## src/rtl/debounce_sync.sv

```systemverilog
// debounce_sync: conditions a raw asynchronous input (button/switch) for the
// D flip-flop downstream. din is brought into clk through a 2-flop
// synchronizer. A stability counter plus FSM then filters glitches and
// produces a clean registered level (dout) with one-clock rise/fall pulses.
//
// Optional build macro: DEBOUNCE_EVT_CNT_EN
//   When defined, adds output evt_cnt[7:0]. It counts every rise/fall pulse,
//   wraps 255->0, and updates on the same edge as the pulse.
//
// state     | meaning
// ----------+-----------------------------------------------------------
// LO_STABLE | dout=0, synchronized input agrees with dout
// LO_PEND   | dout=0, a 1 has been seen, counting consecutive 1s
// HI_STABLE | dout=1, synchronized input agrees with dout
// HI_PEND   | dout=1, a 0 has been seen, counting consecutive 0s
module debounce_sync #(
    parameter int STABLE_CYCLES = 4,
    parameter int CNT_W         = 3
) (
    input  logic       clk,
    input  logic       rst,
    input  logic       din,
    output logic       dout,
    output logic       rise,
    output logic       fall
`ifdef DEBOUNCE_EVT_CNT_EN
    ,
    output logic [7:0] evt_cnt
`endif
);

    // Reject parameter sets the counter cannot represent.
    if (STABLE_CYCLES < 2) begin : g_bad_stable
        $error("debounce_sync: STABLE_CYCLES must be 2 or more");
    end
    if ((1 << CNT_W) <= (STABLE_CYCLES - 1)) begin : g_bad_cnt_w
        $error("debounce_sync: CNT_W too narrow for STABLE_CYCLES-1");
    end

    localparam logic [CNT_W-1:0] CNT_ZERO = '0;
    localparam logic [CNT_W-1:0] CNT_ONE  = CNT_W'(1);
    // Value of cnt on the last differing edge before dout is allowed to follow.
    localparam logic [CNT_W-1:0] CNT_LAST = CNT_W'(STABLE_CYCLES - 1);

    typedef enum logic [1:0] {
        LO_STABLE = 2'b00,
        LO_PEND   = 2'b01,
        HI_STABLE = 2'b10,
        HI_PEND   = 2'b11
    } state_t;

    logic             sync1_d, sync1_q;
    logic             sync2_d, sync2_q;
    state_t           state_d, state_q;
    logic [CNT_W-1:0] cnt_d,   cnt_q;
    logic             dout_d,  dout_q;
    logic             rise_d,  rise_q;
    logic             fall_d,  fall_q;
    logic             differ;

    // Synchronizer next values: sync1 samples the raw pin, sync2 re-times it.
    always_comb begin
        sync1_d = din;
        sync2_d = sync1_q;
    end

    // Synchronizer flops; only sync2 is ever looked at by the filter.
    always_ff @(posedge clk or posedge rst) begin
        if (rst) begin
            sync1_q <= 1'b0;
            sync2_q <= 1'b0;
        end else begin
            sync1_q <= sync1_d;
            sync2_q <= sync2_d;
        end
    end

    assign differ = (sync2_q != dout_q);

    // Debounce next-state: count consecutive disagreeing samples and follow
    // only after STABLE_CYCLES of them; any agreeing sample is a bounce.
    always_comb begin
        state_d = state_q;
        cnt_d   = cnt_q;
        dout_d  = dout_q;
        rise_d  = 1'b0;
        fall_d  = 1'b0;
        case (state_q)
            LO_STABLE: begin
                if (differ) begin
                    state_d = LO_PEND;
                    cnt_d   = CNT_ONE;
                end else begin
                    cnt_d   = CNT_ZERO;
                end
            end
            HI_STABLE: begin
                if (differ) begin
                    state_d = HI_PEND;
                    cnt_d   = CNT_ONE;
                end else begin
                    cnt_d   = CNT_ZERO;
                end
            end
            LO_PEND: begin
                if (!differ) begin
                    state_d = LO_STABLE;
                    cnt_d   = CNT_ZERO;
                end else if (cnt_q == CNT_LAST) begin
                    state_d = HI_STABLE;
                    cnt_d   = CNT_ZERO;
                    dout_d  = 1'b1;
                    rise_d  = 1'b1;
                end else begin
                    cnt_d   = cnt_q + CNT_ONE;
                end
            end
            HI_PEND: begin
                if (!differ) begin
                    state_d = HI_STABLE;
                    cnt_d   = CNT_ZERO;
                end else if (cnt_q == CNT_LAST) begin
                    state_d = LO_STABLE;
                    cnt_d   = CNT_ZERO;
                    dout_d  = 1'b0;
                    fall_d  = 1'b1;
                end else begin
                    cnt_d   = cnt_q + CNT_ONE;
                end
            end
            default: begin
                state_d = LO_STABLE;
                cnt_d   = CNT_ZERO;
                dout_d  = 1'b0;
            end
        endcase
    end

    // FSM, counter and output registers; reset discards any pending change.
    always_ff @(posedge clk or posedge rst) begin
        if (rst) begin
            state_q <= LO_STABLE;
            cnt_q   <= CNT_ZERO;
            dout_q  <= 1'b0;
            rise_q  <= 1'b0;
            fall_q  <= 1'b0;
        end else begin
            state_q <= state_d;
            cnt_q   <= cnt_d;
            dout_q  <= dout_d;
            rise_q  <= rise_d;
            fall_q  <= fall_d;
        end
    end

    assign dout = dout_q;
    assign rise = rise_q;
    assign fall = fall_q;

`ifdef DEBOUNCE_EVT_CNT_EN
    logic [7:0] evt_cnt_d, evt_cnt_q;

    // Event count advances on the same edge that raises a pulse; wraps freely.
    always_comb begin
        evt_cnt_d = evt_cnt_q;
        if (rise_d || fall_d) begin
            evt_cnt_d = evt_cnt_q + 8'd1;
        end
    end

    // Event counter register.
    always_ff @(posedge clk or posedge rst) begin
        if (rst) begin
            evt_cnt_q <= 8'd0;
        end else begin
            evt_cnt_q <= evt_cnt_d;
        end
    end

    assign evt_cnt = evt_cnt_q;
`endif

endmodule

```

## config.mk

```make
export PLATFORM = sky130hd
export DESIGN_NAME = debounce_sync
export DESIGN_NICKNAME = d
export VERILOG_FILES = /design/src/rtl/debounce_sync.sv
export SDC_FILE = /design/constraint.sdc
export NUM_CORES = 1
export LEC_CHECK = 0
export BUFFER_PORTS_ARGS = -buffer_cell sky130_fd_sc_hd__buf_2
export CAP_MARGIN = 20
export CORE_AREA = 2 2 39 41
export CTS_BUF_LIST = sky130_fd_sc_hd__clkbuf_8
export CTS_CLUSTER_DIAMETER = 30
export DETAILED_ROUTE_END_ITERATION = 10
export DIE_AREA = 0 0 41 43
export MAX_ROUTING_LAYER = met4
export PLACE_DENSITY = 0.52
export SLEW_MARGIN = 10
export SYNTH_ARGS = -nofsm -noshare
export SYNTH_HDL_FRONTEND = slang
export SYNTH_SLANG_ARGS = --single-unit
```

## constraint.sdc

```tcl
create_clock -name clk -period 1.4 [get_ports clk]
set_input_delay 0.21 -clock clk [delete_from_list [all_inputs] [get_ports clk]]
set_output_delay 0.21 -clock clk [all_outputs]
set_load 0.05 [all_outputs]
```

== Word level (Yosys, flattened, before mapping) ==
Index checks and enable logic that the tools add are counted.

* Bits in registers: 10
* Word-level logic and storage cells: 47
* Input bits: 3

* Reduce and logical (&&, ||, !) cells: 6
* Equal/unequal tests: 13
* Multiplexer cells: 20
* $add $sub $neg: 1

{| class="wikitable"
|+ Operator list
! kind !! number
|-
| 2-to-1 mux 2 bit || 6
|-
| inequality test 2 bit, second input constant || 6
|-
| 2-to-1 mux 1 bit || 9
|-
| one-hot mux 2 bit (4 select lines) || 1
|-
| 2-to-1 mux 3 bit || 2
|-
| inequality test 3 bit, second input constant || 2
|-
| one-hot mux 3 bit (2 select lines) || 1
|-
| AND reduction 5 bit || 1
|-
| == test 2 bit, second input constant || 2
|-
| AND reduction 4 bit || 1
|-
| OR reduction 2 bit || 2
|-
| adder 3 x 1 -> 3 bit, second input constant || 1
|-
| == test 3 x 2 -> 1 bit, second input constant || 1
|-
| == test 2 x 1 -> 1 bit, second input constant || 1
|-
| logical NOT 2 bit || 1
|-
| one-hot mux 1 bit (2 select lines) || 1
|-
| nonzero test 2 bit || 1
|-
| inequality test 1 bit || 1
|}

== Depth between registers and ports, before layout ==
Gate-level depths: netlist of run 1.

* Word-level depth: 4
* Mapped depth: 4

== Worst setup path after synthesis of run 1 ==
Ideal clock, no wire load.

* Kind: reg2reg
* From: reg dout_q, in the netlist dout
* To: reg rise_q, in the netlist rise
* Period minus slack after synthesis: 1.297 ns
* Cell stages (with the launch flop): 4
* Arrival time: 1.179 ns
* Required time: 1.282 ns
* Library setup time: 0.118 ns
* Path slack: 0.103 ns
* Cells stage by stage: dfrtp_1 > xor2_2 > and2_4 > and2b_1

* Longest elaborated chain between the ends: 3

{| class="wikitable"
|+ Ends and longest elaborated chain
! element !! RTL line !! source
|-
| start: declaration || 56 || <nowiki>logic dout_d, dout_q;</nowiki>
|-
| start signal: assignment || 150 || <nowiki>dout_q <= dout_d;</nowiki>
|-
| inequality test 1 bit || 78 || <nowiki>assign differ = (sync2_q != dout_q);</nowiki>
|-
| 2-to-1 mux 1 bit || 106 || <nowiki>if (!differ) begin</nowiki>
|-
| 2-to-1 mux 1 bit || 88 || <nowiki>case (state_q)</nowiki>
|-
| via rise_d || 57 || <nowiki>logic rise_d, rise_q;</nowiki>
|-
| end signal: assignment || 151 || <nowiki>rise_q <= rise_d;</nowiki>
|-
| end: declaration || 57 ||
|}

The timed path passes the listed nets, and every way through them passes these cells.
A chain may end at the register's enable or synchronous reset.

== Worst setup path after layout of run 1 ==
* From: reg cnt_q[0]
* To: reg rise_q, in the netlist rise

* Longest elaborated chain between the ends: 4

{| class="wikitable"
|+ Ends and longest elaborated chain
! element !! RTL line !! source
|-
| start: declaration || 55 || <nowiki>logic [CNT_W-1:0] cnt_d, cnt_q;</nowiki>
|-
| start signal: assignment || 149 || <nowiki>cnt_q <= cnt_d;</nowiki>
|-
| == test 3 x 2 -> 1 bit || 109 || <nowiki>end else if (cnt_q == CNT_LAST) begin</nowiki>
|-
| 2-to-1 mux 1 bit || 109 ||
|-
| 2-to-1 mux 1 bit || 106 ||
|-
| 2-to-1 mux 1 bit || 88 ||
|-
| via rise_d || 57 ||
|}

The timed path passes the listed nets, and every way through them passes these cells.

==> flow_metrics.py, run 1 <==
metrics = {
    "logic_synthesis": {
        "synth_simple_gate_area_frac": 0.2068,
        "ys_warn_count": 0,
        "syn_nets": 32,
        "syn_area_sq_um": 405.4,
        "postSynthCellCount": 28,
        "synth_xor_area_frac": 0.08025,
        "yosysTopAreaCellShare": 0.6173,
        "yosys-top-cells-area": "dfrtp_1 (62%), xor2_2 (8.0%), and2_2 (3.7%)",
        "muxShareOfSynthArea": 0,
        "ys_seq_elements": 10,
        "yosys.cell_types.count": 16,
        "synth_top_area_cell": "dfrtp_1",
        "synth_compound_area_frac": 0.05556,
        "synth_adder_area_share": 0.03086,
        "avgSynthCellArea_sq_um": 14.48,
        "synth_seq_area_share": 0.6173,
        "synth_top_family_by_area": "simple AND/OR/NAND/NOR gates",
    },
    "route": {
        "dr.pass1.iters": 1,
        "drt_iter0_drc": 0,
        "vias_per_cell": 4.426,
        "wl_microns": 590,
        "antenna_left": 0,
        "via_count": 239,
        "drc": 0,
        "wl_per_cell_microns": 10.93,
    },
    "power": {
        "swShare": 0.2155,
        "p_switching_w": 0.0001629,
        "peakVddDrop_mv": 0.5184,
        "combPwrFrac": 0.076,
        "intPower_w": 0.0005929,
        "p_clk_frac": 0.469,
        "p_per_area_mw_per_mm2": 1466,
        "p_leak_nw": 0.2685,
        "p_seq_frac": 0.455,
    },
    "clocking": {
        "cts_hold_buffers": 1,
        "cts_tree": "done",
        "clk_latency_ns": 0.23,
        "cts_buffers": 3,
        "max-clock-path-buffers": 2,
        "cts_root_buf": "clkbuf_8",
        "cts_resized": 0,
        "path_clk_slew_ns": 0.05,
        "cts_setup_buffers": 0,
        "clock-sinks": 10,
        "htreeDepth": 1,
    },
    "timing": {
        "finalHoldViolations": 0,
        "slew_headroom": 0.7512,
        "fin_crit_sh": 0.8766,
        "fmax_mhz": 814.9,
        "slew_viol_final": 0,
        "rsz0062_at_grt": "false",
        "setup_tns_ns": 0,
        "worst_pin_slew_ns": 0.3729,
        "final.setup_skew_ns": 0.0006658,
        "period_needed_ns": 1.227,
        "setup_viol": 0,
        "layout_setup_ws_ns": 0.1728,
        "hold_slack_ns": 0.08088,
    },
    "worst_setup_path": {
        "cp_max_fo": 4,
        "reg2reg_from": "cnt_q[0]",
        "cp_slowest_cell": "dfrtp_1",
        "path_cells": "ha_1 > and3b_1 > and2_4 > and2b_1",
        "cp_num_buf_inv": 0,
        "cp-end-kind": "flop",
        "slowest_delay_ns": 0.37,
        "crit_family": "simple AND/OR/NAND/NOR gates",
        "worstPathRequired_ns": 1.52,
        "path_class": "flop to flop",
        "cp.arrival_ns": 1.35,
        "startpoint": "cnt_q[0]",
        "cp-start-kind": "flop",
    },
    "finish": {
        "seq_area_sq_um": 250.2,
        "drive_gt1_frac": 0.4737,
        "multi_input_area_sq_um": 151.4,
        "fillers": 138,
        "fin_nets": 43,
        "final_common_cell": "dfrtp_1",
        "fin_area_sq_um": 515.5,
        "syn_to_final_growth_pct": 27.16,
        "mostFrequentLayoutCells": "dfrtp_1 (10), buf_2 (5), clkbuf_8 (4)",
        "diodes": 0,
    },
    "global_route": {
        "grt_pass1_vias": 282,
        "grt_pass1_wl_microns": 1021,
        "grt_use_total": 0.09224,
        "grt-ovfl-total": 0,
        "grt_max_degree": 11,
        "antenna_found_initial": 0,
    },
    "die": {
        "initial_utilization": 0.2929,
        "die_area_sq_mm": 0.001763,
        "num_io_pins": 6,
        "die_h_microns": 43,
        "die_w_microns": 41,
        "core-area_sq_mm": 0.001384,
        "std_cell_rows": 14,
    },
    "hold_path": {
        "min_path_type": "primary input to flop",
        "worstHoldStart": "din",
    },
    "place": {
        "hpwl_microns": 454.8,
        "io_buffers": 5,
        "place.gp.congestion": 0.7422,
        "pre_cts_slack_ns": 0.1792,
        "dpl-instance-area_sq_um": 450.4,
    },
    "outcome": {
        "status": "finished, final reports clean",
    },
    "run": {
        "cap_violations": 0,
    },
}
[final timing paths]
path / end / slack (ns) / depth (start not counted)
worst min register to register: sync2_q / 0.36 / 0
min in group asynchronous: rise / 0.49 / 3
worst min-delay path: sync1_q / 0.08 / 1
max in group asynchronous: cnt_q[2] / 0.64 / 3
worst max-delay path: rise / 0.17 / 4
worst max register to register: rise / 0.17 / 4
[through the flow]
step                utilization  power [W]  std cells
floorplan                     -  0.0003861         28
global placement         0.3255  0.0003994         49
detailed placement       0.3255  0.0004050         49
CTS                      0.3725  0.0007709         54
global route             0.3725  0.0007936         54
finish                   0.3725  0.0007558         54
[registers in the layout (all words and copies together), names as in the netlist, named ones only]
| signal | cells |
|---|---|
| cnt_q | 3 |
| dout | 1 |
| fall | 1 |
| rise | 1 |
| state_q | 1 |
| sync1_q | 1 |
| sync2_q | 1 |
[area by class of cell]
| cell class | instances | share of cell area |
|---|---|---|
| clock buffers | 4 | 0.1068 |
| inverters | 1 | 0.007282 |
| multi-input cells | 17 | 0.2937 |
| flip-flops and latches | 10 | 0.4854 |
| well taps | 16 | 0.03883 |
| repair buffers | 6 | 0.06796 |
[worst register-to-register path, stage by stage (launching register included)]
cell and delay, ns:
dfrtp_1 0.37, ha_1 0.24, and3b_1 0.21, and2_4 0.15
and2b_1 0.15
[power by group through the flow]
stage / Sequential [W] / Combinational (W) / Clock [W]
6_report: 0.000344 / 0.0000573 / 0.000355
5_1_grt: 0.000348 / 0.0000641 / 0.000382
4_1_cts: 0.000344 / 0.0000585 / 0.000368
3_5_place_dp: 0.000349 / 0.0000564 / 0
3_3_place_gp: 0.000347 / 0.0000524 / 0
2_1_floorplan: 0.000348 / 0.0000380 / 0
[kinds of logic (layout without fill, tap and decap cells)]
kind of cell | after synthesis | after routing
simple gates | 11 | 11
flops | 10 | 10
compound gates | 3 | 3
xor+xnor | 2 | 2
fa+ha+maj | 1 | 1
buf+inv | 1 | 11
[synth_stat cells]
library cell / count
nor2_1: 1
dfrtp_1: 10
xor2_2: 2
inv_1: 1
nand3b_1: 1
a21boi_0: 1
and2_4: 1
and3_2: 2
nor2b_1: 1
and2_2: 2
o22a_2: 1
and4b_2: 1
and2b_1: 1
and3b_1: 1
o21ai_0: 1
ha_1: 1
[layer usage]
layer / wire [microns] / global-route usage / share of wire
met2: 298 / 0.1406 / 0.51
met1: 240 / 0.09556 / 0.41
met4: 20 / 0.08000 / 0.034
met5: 0 / - / 0
met3: 30 / 0.01571 / 0.051
(Power assumes the default switching activity.)
==> inputs of run 2 (changes only) <==
--- a/config.mk
+++ b/config.mk
@@ -8,7 +8,7 @@
 export BUFFER_PORTS_ARGS = -buffer_cell sky130_fd_sc_hd__buf_2
 export CAP_MARGIN = 20
 export CORE_AREA = 2 2 39 41
-export CTS_BUF_LIST = sky130_fd_sc_hd__clkbuf_8
+export CTS_BUF_LIST = sky130_fd_sc_hd__clkbuf_4 sky130_fd_sc_hd__clkbuf_8
 export CTS_CLUSTER_DIAMETER = 30
 export DETAILED_ROUTE_END_ITERATION = 10
 export DIE_AREA = 0 0 41 43
==> run 2 against run 1 <==
  * Worst setup slack gained 0.0031 ns
  * Register-to-register slack is essentially flat
  * Clock power shrank 29%
  * Cell area shrank 3.6%
  * Sequential power is essentially flat
  * Combinational power is essentially flat
==> flow_metrics.py, run 2 (synthesized netlist as in run 1, its figures left out) <==
metrics = {
    "outcome": {
        "status": "finished, final reports clean",
    },
    "clocking": {
        "cts_resized": 0,
        "cts_setup_buffers": 0,
        "path_clk_slew_ns": 0.06,
        "clk_latency_ns": 0.27,
        "clock-sinks": 10,
        "cts_hold_buffers": 1,
        "cts_buffers": 3,
        "cts_root_buf": "clkbuf_4",
        "max-clock-path-buffers": 2,
        "cts_tree": "done",
        "htreeDepth": 1,
    },
    "power": {
        "p_per_area_mw_per_mm2": 1316,
        "peakVddDrop_mv": 0.5010,
        "p_leak_nw": 0.2607,
    },
    "global_route": {
        "grt-ovfl-total": 0,
        "grt_max_degree": 11,
        "grt_use_total": 0.09644,
        "antenna_found_initial": 0,
        "grt_pass1_wl_microns": 1014,
        "grt_pass1_vias": 279,
    },
    "worst_setup_path": {
        "worstPathRequired_ns": 1.56,
        "cp_max_fo": 4,
        "path_class": "flop to flop",
        "reg2reg_depth": 4,
        "reg2reg_from": "cnt_q[0]",
        "cp.arrival_ns": 1.38,
        "cp-start-kind": "flop",
        "r2r_slack_ns": 0.18,
        "cp-end-kind": "flop",
        "reg2reg_to": "rise",
    },
    "timing": {
        "final.setup_skew_ns": 0.004168,
        "rsz0062_at_grt": "false",
        "period_needed_ns": 1.224,
        "slew_viol_final": 0,
        "setup_viol": 0,
        "finalHoldViolations": 0,
        "setup_tns_ns": 0,
        "fmax_mhz": 817.0,
        "worst_pin_slew_ns": 0.3727,
        "fin_crit_sh": 0.8743,
        "slew_headroom": 0.7513,
    },
    "place": {
        "io_buffers": 5,
        "hpwl_microns": 454.8,
        "place.gp.congestion": 0.7422,
        "dpl-instance-area_sq_um": 450.4,
    },
    "finish": {
        "drive_gt1_frac": 0.4737,
        "syn_to_final_growth_pct": 22.53,
        "final_common_cell": "dfrtp_1",
        "multi_input_area_sq_um": 151.4,
        "fin_area_sq_um": 496.7,
        "mostFrequentLayoutCells": "dfrtp_1 (10), buf_2 (5), clkbuf_4 (3)",
        "fillers": 140,
        "regMostFlops": "cnt_q",
        "seq_area_sq_um": 250.2,
        "fin_nets": 43,
        "diodes": 0,
        "largest_reg_flops": 3,
    },
    "die": {
        "initial_utilization": 0.2929,
        "die_w_microns": 41,
        "core-area_sq_mm": 0.001384,
        "die_area_sq_mm": 0.001763,
        "num_io_pins": 6,
        "die_h_microns": 43,
        "std_cell_rows": 14,
    },
    "route": {
        "via_count": 242,
        "drt_iter0_drc": 0,
        "wl_microns": 577,
        "antenna_left": 0,
        "drc": 0,
        "dr.pass1.iters": 1,
        "wl_per_cell_microns": 10.69,
        "vias_per_cell": 4.481,
    },
    "hold_path": {
        "hold_depth": 1,
        "min_path_type": "primary input to flop",
        "worstHoldStart": "din",
        "min_to": "sync1_q",
    },
    "run": {
        "cap_violations": 0,
    },
}
==> run 2: how the worst max path moves through the flow <==
stage	from	to	slack, ns	depth (start not counted)
finish	cnt_q[0]	rise	0.18	4
global route	cnt_q[0]	dout	0.11	4
CTS	cnt_q[0]	rise	0.17	4
detailed placement	cnt_q[0]	rise	0.18	4
global placement	cnt_q[0]	rise	0.20	4
floorplan	dout	rise	0.10	3
==> run 2: cell type report <==
cell class | instances | share of cell area
multi-input cells | 17 | 0.3048
flip-flops and latches | 10 | 0.5038
repair buffers | 6 | 0.07053
well taps | 16 | 0.04030
clock buffers | 4 | 0.07305
inverters | 1 | 0.007557
==> run 2: routing by layer <==
layer	up-vias	share of wire	GRT usage
met2	8	0.49	0.1344
li1	114	-	-
met4	0	0.043	0.1000
met5	-	0	-
met3	3	0.061	0.03141
met1	117	0.41	0.09556
==> run 2: report_power, final <==
part,switching [W],total [W],internal [W]
Sequential,0.0000289,0.000343,0.000314
Clock,0.0000955,0.000253,0.000158
Combinational,0.0000263,0.0000572,0.0000309
Total,0.000151,0.000654,0.000503
==> run 2: critical path: stages (launching register included) <==
cell and delay [ns]:
dfrtp_1 0.38, ha_1 0.24, and3b_1 0.21, and2_4 0.15
and2b_1 0.15
==> run 2: per-stage QoR <==
stage	setup slack (ns)	instances	util	total power (W)	hold WS, ns
floorplan	0.1030	28	-	0.0003861	0.05018
global placement	0.2020	49	0.3255	0.0003994	0.1875
detailed placement	0.1792	49	0.3255	0.0004050	0.2027
CTS	0.1699	54	0.3590	0.0006630	0.04049
global route	0.1109	54	0.3590	0.0006858	0.03558
finish	0.1760	54	0.3590	0.0006537	0.04674
